### config.mk
export PLATFORM = sky130hd
export DESIGN_NAME = shift_sequencer
export DESIGN_NICKNAME = d
export VERILOG_FILES = /design/src/rtl/shift_sequencer.sv
export SDC_FILE = /design/constraint.sdc
export NUM_CORES = 1
export LEC_CHECK = 0
export CORE_ASPECT_RATIO = 0.6
export CORE_UTILIZATION = 50
export DETAILED_ROUTE_END_ITERATION = 8
export GPL_TIMING_DRIVEN = 1
export PLACE_DENSITY = 0.79
export SLEW_MARGIN = 10
export SYNTH_ARGS = -nofsm -noshare
export SYNTH_HDL_FRONTEND = slang
export SYNTH_SLANG_ARGS = --single-unit
### constraint.sdc
create_clock -name clk -period 2.3 [get_ports clk]
set_input_delay 0.46 -clock clk [delete_from_list [all_inputs] [get_ports clk]]
set_output_delay 0.46 -clock clk [all_outputs]
set_load 0.005 [all_outputs]
### src/rtl/shift_sequencer.sv
// shift_sequencer: multi-cycle SLL/SRL/SRA, one bit position per clock.
module shift_sequencer #(
    parameter int WIDTH = 32
) (
    input  logic             clk,
    input  logic             rst_n,
    input  logic             start,
    input  logic [1:0]       op,
    input  logic [4:0]       shamt,
    input  logic [WIDTH-1:0] operand,
    input  logic             flush,
    output logic             busy,
    output logic             done,
    output logic [WIDTH-1:0] result,
    output logic             err
);
    typedef enum logic [1:0] {IDLE, SHIFT, DONE} state_t;
    localparam logic [1:0] OP_SLL = 2'd0;
    localparam logic [1:0] OP_SRA = 2'd2;
    localparam logic [1:0] OP_ILL = 2'd3;

    state_t            state_q, state_d;
    logic [4:0]        cnt_q, cnt_d;
    logic [1:0]        op_q, op_d;
    logic [WIDTH-1:0]  work_q, work_d, result_q, result_d, shifted;
    logic              err_q, err_d, accept;

    always_comb begin
        state_d  = state_q;
        cnt_d    = cnt_q;
        op_d     = op_q;
        work_d   = work_q;
        result_d = result_q;
        err_d    = err_q;
        accept   = start && !flush && state_q != SHIFT;
        shifted  = op_q == OP_SLL ? {work_q[WIDTH-2:0], 1'b0}
                                  : {op_q == OP_SRA && work_q[WIDTH-1], work_q[WIDTH-1:1]};
        if (flush) begin
            state_d = IDLE;
            cnt_d   = '0;
        end else if (accept) begin
            work_d  = operand;
            cnt_d   = shamt;
            op_d    = op;
            err_d   = op == OP_ILL;
            // Illegal ops and zero shifts complete immediately with the operand.
            if (op == OP_ILL || shamt == '0) begin
                state_d  = DONE;
                result_d = operand;
            end else begin
                state_d = SHIFT;
            end
        end else if (state_q == SHIFT) begin
            work_d = shifted;
            cnt_d  = cnt_q - 5'd1;
            if (cnt_q == 5'd1) begin
                result_d = shifted;
                state_d  = DONE;
            end
        end else if (state_q == DONE) begin
            state_d = IDLE;
        end
    end

    always_ff @(posedge clk or negedge rst_n) begin
        if (!rst_n) begin
            state_q  <= IDLE;
            cnt_q    <= '0;
            op_q     <= '0;
            work_q   <= '0;
            result_q <= '0;
            err_q    <= 1'b0;
        end else begin
            state_q  <= state_d;
            cnt_q    <= cnt_d;
            op_q     <= op_d;
            work_q   <= work_d;
            result_q <= result_d;
            err_q    <= err_d;
        end
    end

    assign busy   = state_q == SHIFT;
    assign done   = state_q == DONE;
    assign result = result_q;
    assign err    = err_q;
endmodule

# ---- Word level (Yosys, flattened, before mapping)
# Cells that the tools add are included.
dict set report op_classes {
  n_addsub 1
  n_eq_ne 8
  muxes 16
  bitwise 1
  reduce_logical 15
}
# operator n
set ops {}
lappend ops {{32-bit 2-to-1 mux} 7}
lappend ops {{5-bit 2-to-1 mux} 3}
lappend ops {{2-bit 2-to-1 mux} 6}
lappend ops {{2-bit equality test (second input constant)} 3}
lappend ops {{2-bit AND reduction} 3}
lappend ops {{5-bit by 1-bit equality test with 1-bit output (second input constant)} 1}
lappend ops {{5-bit zero test} 1}
lappend ops {{5-bit by 1-bit subtractor with 5-bit output (second input constant)} 1}
lappend ops {{2-bit by 1-bit inequality test with 1-bit output (second input constant)} 2}
lappend ops {{4-bit by 2-bit inequality test with 1-bit output (second input constant)} 1}
lappend ops {{4-bit AND reduction} 1}
lappend ops {{2-bit nonzero test} 2}
lappend ops {{4-bit nonzero test} 1}
lappend ops {{1-bit logical AND} 3}
lappend ops {{3-bit nonzero test} 1}
lappend ops {{2-bit by 1-bit equality test with 1-bit output (second input constant)} 1}
lappend ops {{2-bit zero test} 1}
lappend ops {{1-bit zero test} 1}
lappend ops {{1-bit logical OR} 1}
lappend ops {{1-bit inverter} 1}
dict set report word_totals {
  reg_bits 74
  out_inout_bits 35
}

# ---- Depth between registers and ports, before layout
dict set report logic_depth {
  ltp_word 6
  ltp_mapped 7
  mapped_depth_nobuf 6
}

# ---- Least setup slack after synthesis
# OpenSTA, ideal clock, no wires.
dict set report synth_path {
  kind {in2reg}
  from {input port shamt[3]}
  to {register result_q[0] (netlist: result[0])}
  setup_ps 125
  arrival_time_ps 1974
  required_ps 2175
  path_slack_ps 201
  path_stages 4
  cell_sequence {or4_1 -> o21a_1 -> a211oi_4 -> mux2_4}
}
dict set report synth_via {
  elab_chain_len 4
}
# item line
set synth_lines {}
lappend synth_lines {{start, declared} 9} ;# input logic [4:0] shamt,
lappend synth_lines {{5-bit zero test} 47} ;# if (op == OP_ILL || shamt == '0) begin
lappend synth_lines {{1-bit logical OR} 47}
lappend synth_lines {{2-bit by 1-bit inequality test with 1-bit output (no source line)} -}
lappend synth_lines {{4-bit AND reduction (no source line)} -}
lappend synth_lines {{end signal, assigned} 78} ;# result_q <= result_d;
lappend synth_lines {{end, declared} 25} ;# logic [WIDTH-1:0] work_q, work_d, result_q, result_d, shifted;
# No other way between the ends.
# A chain may end at the register's enable or synchronous reset.

# ---- Worst setup path in the final report
dict set report layout_path {
  from {input port shamt[3]}
  to {register result_q[10] (netlist: result[10])}
}
# Same word-level chain as after synthesis.

==> impl_metrics.yaml <==
clock_tree:
  cts_inserted_buffers: 9
  cts_resized: 0
  cts_root_buf: "clkbuf_16"
  clock_latency_ns: 0.33
  path_clk_slew_ns: 0.06
  cts_sinks: 74
  cts.htree.levels: 3
  cts_tree: "done"
  clockBufferDepth: 2
  cts_setup_buffers: 0
  holdBufCountCts: 0
placed_design:
  io_buffer_count: 77
  place_hpwl_um: 6240
  place_ws_ns: -0.280
  globalplace.congestion: 0.837
sta:
  fmax_mhz: 450
  grt_setup_unrepaired: "yes"
  max_slew_margin: 0.665
  holdWs_ns: 0.0919
  timing.final.crit_share: 0.966
  skew_ns: 0.00726
  fin_crit_ns: 2.22
  setup_viol: 0
  tightest_slew_ns: 0.502
  slew_viol_final: 0
  fin_ws_ns: 0.0781
  hold_viol: 0
pwr:
  switching_power_w: 0.00171
  p_int_w: 0.00400
  ir_drop_v: 0.000501
  switching_share: 0.300
  power_density_nw_per_um2: 1130
  combPwrFrac: 0.344
  leakagePower_nw: 2.37
  clkPwrFrac: 0.276
  power.share.sequential: 0.380
worst_setup_path:
  slowest_stage: "or4_1"
  crit_buf_inv: 2
  path_delay_family: "buffers and inverters"
  worstReg2RegStart: "cnt_q[1]$_DFFE_PN0P_"
  worstPathMaxFanout: 14
  path_class: "in2reg"
  reg2regPathDepth: 8
  r2r_slack_ns: 0.39
  max_stage_delay_ns: 0.54
  worstPathArrival_ns: 2.47
  path_cells: "clkdlybuf4s50_1 > or4_1 > o21a_1 > a211oi_4 > buf_4 > mux2i_1"
  start_kind: "input port"
  end_kind: "register"
  timing.rr.end: "result[10]$_DFFE_PN0P_"
  required_ns: 2.55
yosys:
  seq_area_frac_synth: 0.499
  synth_top_flop_cell: "dfrtp_1"
  postSynth.asyncResetShare: 1.00
  synthesis.nets: 385
  synth_area_um2: 3710
  synth_xor_area_frac: 0.00236
  synth_edf_count: 0
  avgSynthCellArea_um2: 10.9
  syn_inst: 340
  synthAdderAreaFrac: 0.00675
  synthesis.yosys.warnings: 0
  muxShareOfSynthArea: 0.271
  ys_ff_latch: 74
  synth_top_family_by_area: "multiplexers"
  synth_simple_gate_area_share: 0.0661
  synth_compound_area_frac: 0.0884
  netlist-cell-type-count: 35
route:
  drc: 0
  wirelength_um: 8860
  firstDrtPassIters: 4
  ant_nets: 0
  via_count: 2766
  drtIter0Drc: 162
  post_drt_wl_per_cell_um: 17.0
  viasPerCell: 5.32
floorplanning:
  start_util: 0.537
  ios: 78
  dieHeight_um: 68.7
  dieArea_um2: 7770
  fp.coreArea_um2: 6910
  die_w_um: 113
  row_count: 23
global_route:
  grt_pass1_vias: 2903
  grt_pass1_wl_um: 14700
  antenna_found_initial: 0
  grt_max_degree: 41
  overflow: 0
  track_usage: 0.254
cells_and_area:
  drive_gt1_frac: 0.176
  nets: 474
  n_antenna_cell: 0
  mostFrequentLayoutCell: "clkdlybuf4s50_1"
  layout_common_cells: "clkdlybuf4s50_1 (76), dfrtp_1 (74), mux2i_1 (62), nand2_1 (40), inv_1 (34)"
  area_delta_synth_final_pct: 36.4
run_status:
  status: "completed"
flow_run:
  drv_cap: 0
hold_path:
  min_path_type: "in2async"
-- final cells by class --
type / count / area (um^2)
clock buffers: 10 / 229
clock inverters: 5 / 104
fillers: 484 / 1850
inverters: 36 / 135
multi-input cells: 211 / 1630
flip-flops and latches: 74 / 1850
well taps: 87 / 109
repair buffers: 97 / 997
-- logic make-up after synthesis --
family,count (synthesis)
AO/OA/AOI/OAI,54
XOR/XNOR,1
adder cells (fa/ha/maj),2
buffers and inverters,55
flip-flops,74
multiplexers,96
AND/OR/NAND/NOR,58
-- power by group through the flow --
stage / Combinational [W] / Sequential [W] / Clock, W
2_1_floorplan: 0.00103 / 0.00210 / 0
3_3_place_gp: 0.00187 / 0.00216 / 0
3_5_place_dp: 0.00194 / 0.00216 / 0
4_1_cts: 0.00197 / 0.00216 / 0.00159
5_1_grt: 0.00216 / 0.00223 / 0.00165
6_report: 0.00197 / 0.00217 / 0.00157
-- registers in the layout (all words and copies together), names as in the netlist --
signal   cells
cnt_q        5
err          1
op_q         2
state_q      2
work_q      32
result      32
-- worst max path at each step --
stage,from,end,slack (ns),cells after the start
after global routing,shamt[3],result[15]$_DFFE_PN0P_,-0.003,6
after global placement,shamt[3],result[0]$_DFFE_PN0P_,-0.19,6
after floorplan,shamt[3],result[0]$_DFFE_PN0P_,0.20,4
after CTS,shamt[3],result[24]$_DFFE_PN0P_,0.05,7
final,shamt[3],result[10]$_DFFE_PN0P_,0.08,6
after detailed placement,shamt[3],result[24]$_DFFE_PN0P_,-0.28,7
-- cell usage after synthesis (all sizes together) (2+ instances only) --
library cell	n	share of area
dfrtp	74	0.50
mux2i	64	0.17
nand2	41	0.042
o21ai	38	0.052
inv	35	0.035
mux2	32	0.098
clkbuf	11	0.011
buf	8	0.018
nor2	7	0.0071
a211oi	6	0.016
a21oi	4	0.0064
nand3	3	0.0040
ha	2	0.0067
nor2b	2	0.0034
nor3	2	0.0040
-- per-layer routing --
layer | vias up | GRT usage | part of all wire
met5 | - | 0 | 0
met4 | 0 | 0.0674 | 0.012
met3 | 10 | 0.0717 | 0.046
met2 | 83 | 0.408 | 0.45
met1 | 1338 | 0.344 | 0.49
li1 | 1335 | - | -
-- worst reg2reg max path: stages, from the launching register on --
cell,delay (ns)
dfrtp_1,0.37
inv_1,0.10
ha_1,0.15
nor4b_1,0.23
buf_4,0.19
a21oi_2,0.05
a211oi_4,0.21
buf_4,0.31
mux2i_1,0.24
-- per-stage QoR --
stage	util	instance area (um^2)	setup TNS (ns)	cells	power (W)
6_report	0.732	5060	0	520	0.00571
5_1_grt	0.732	5060	-0.00297	520	0.00605
4_1_cts	0.731	5050	0	520	0.00572
3_5_place_dp	0.682	4710	-7.57	505	0.00411
3_3_place_gp	0.682	4710	-5.56	505	0.00403
2_1_floorplan	-	3710	0	340	0.00312
No activity file was read; power rests on OpenSTA's default activity.
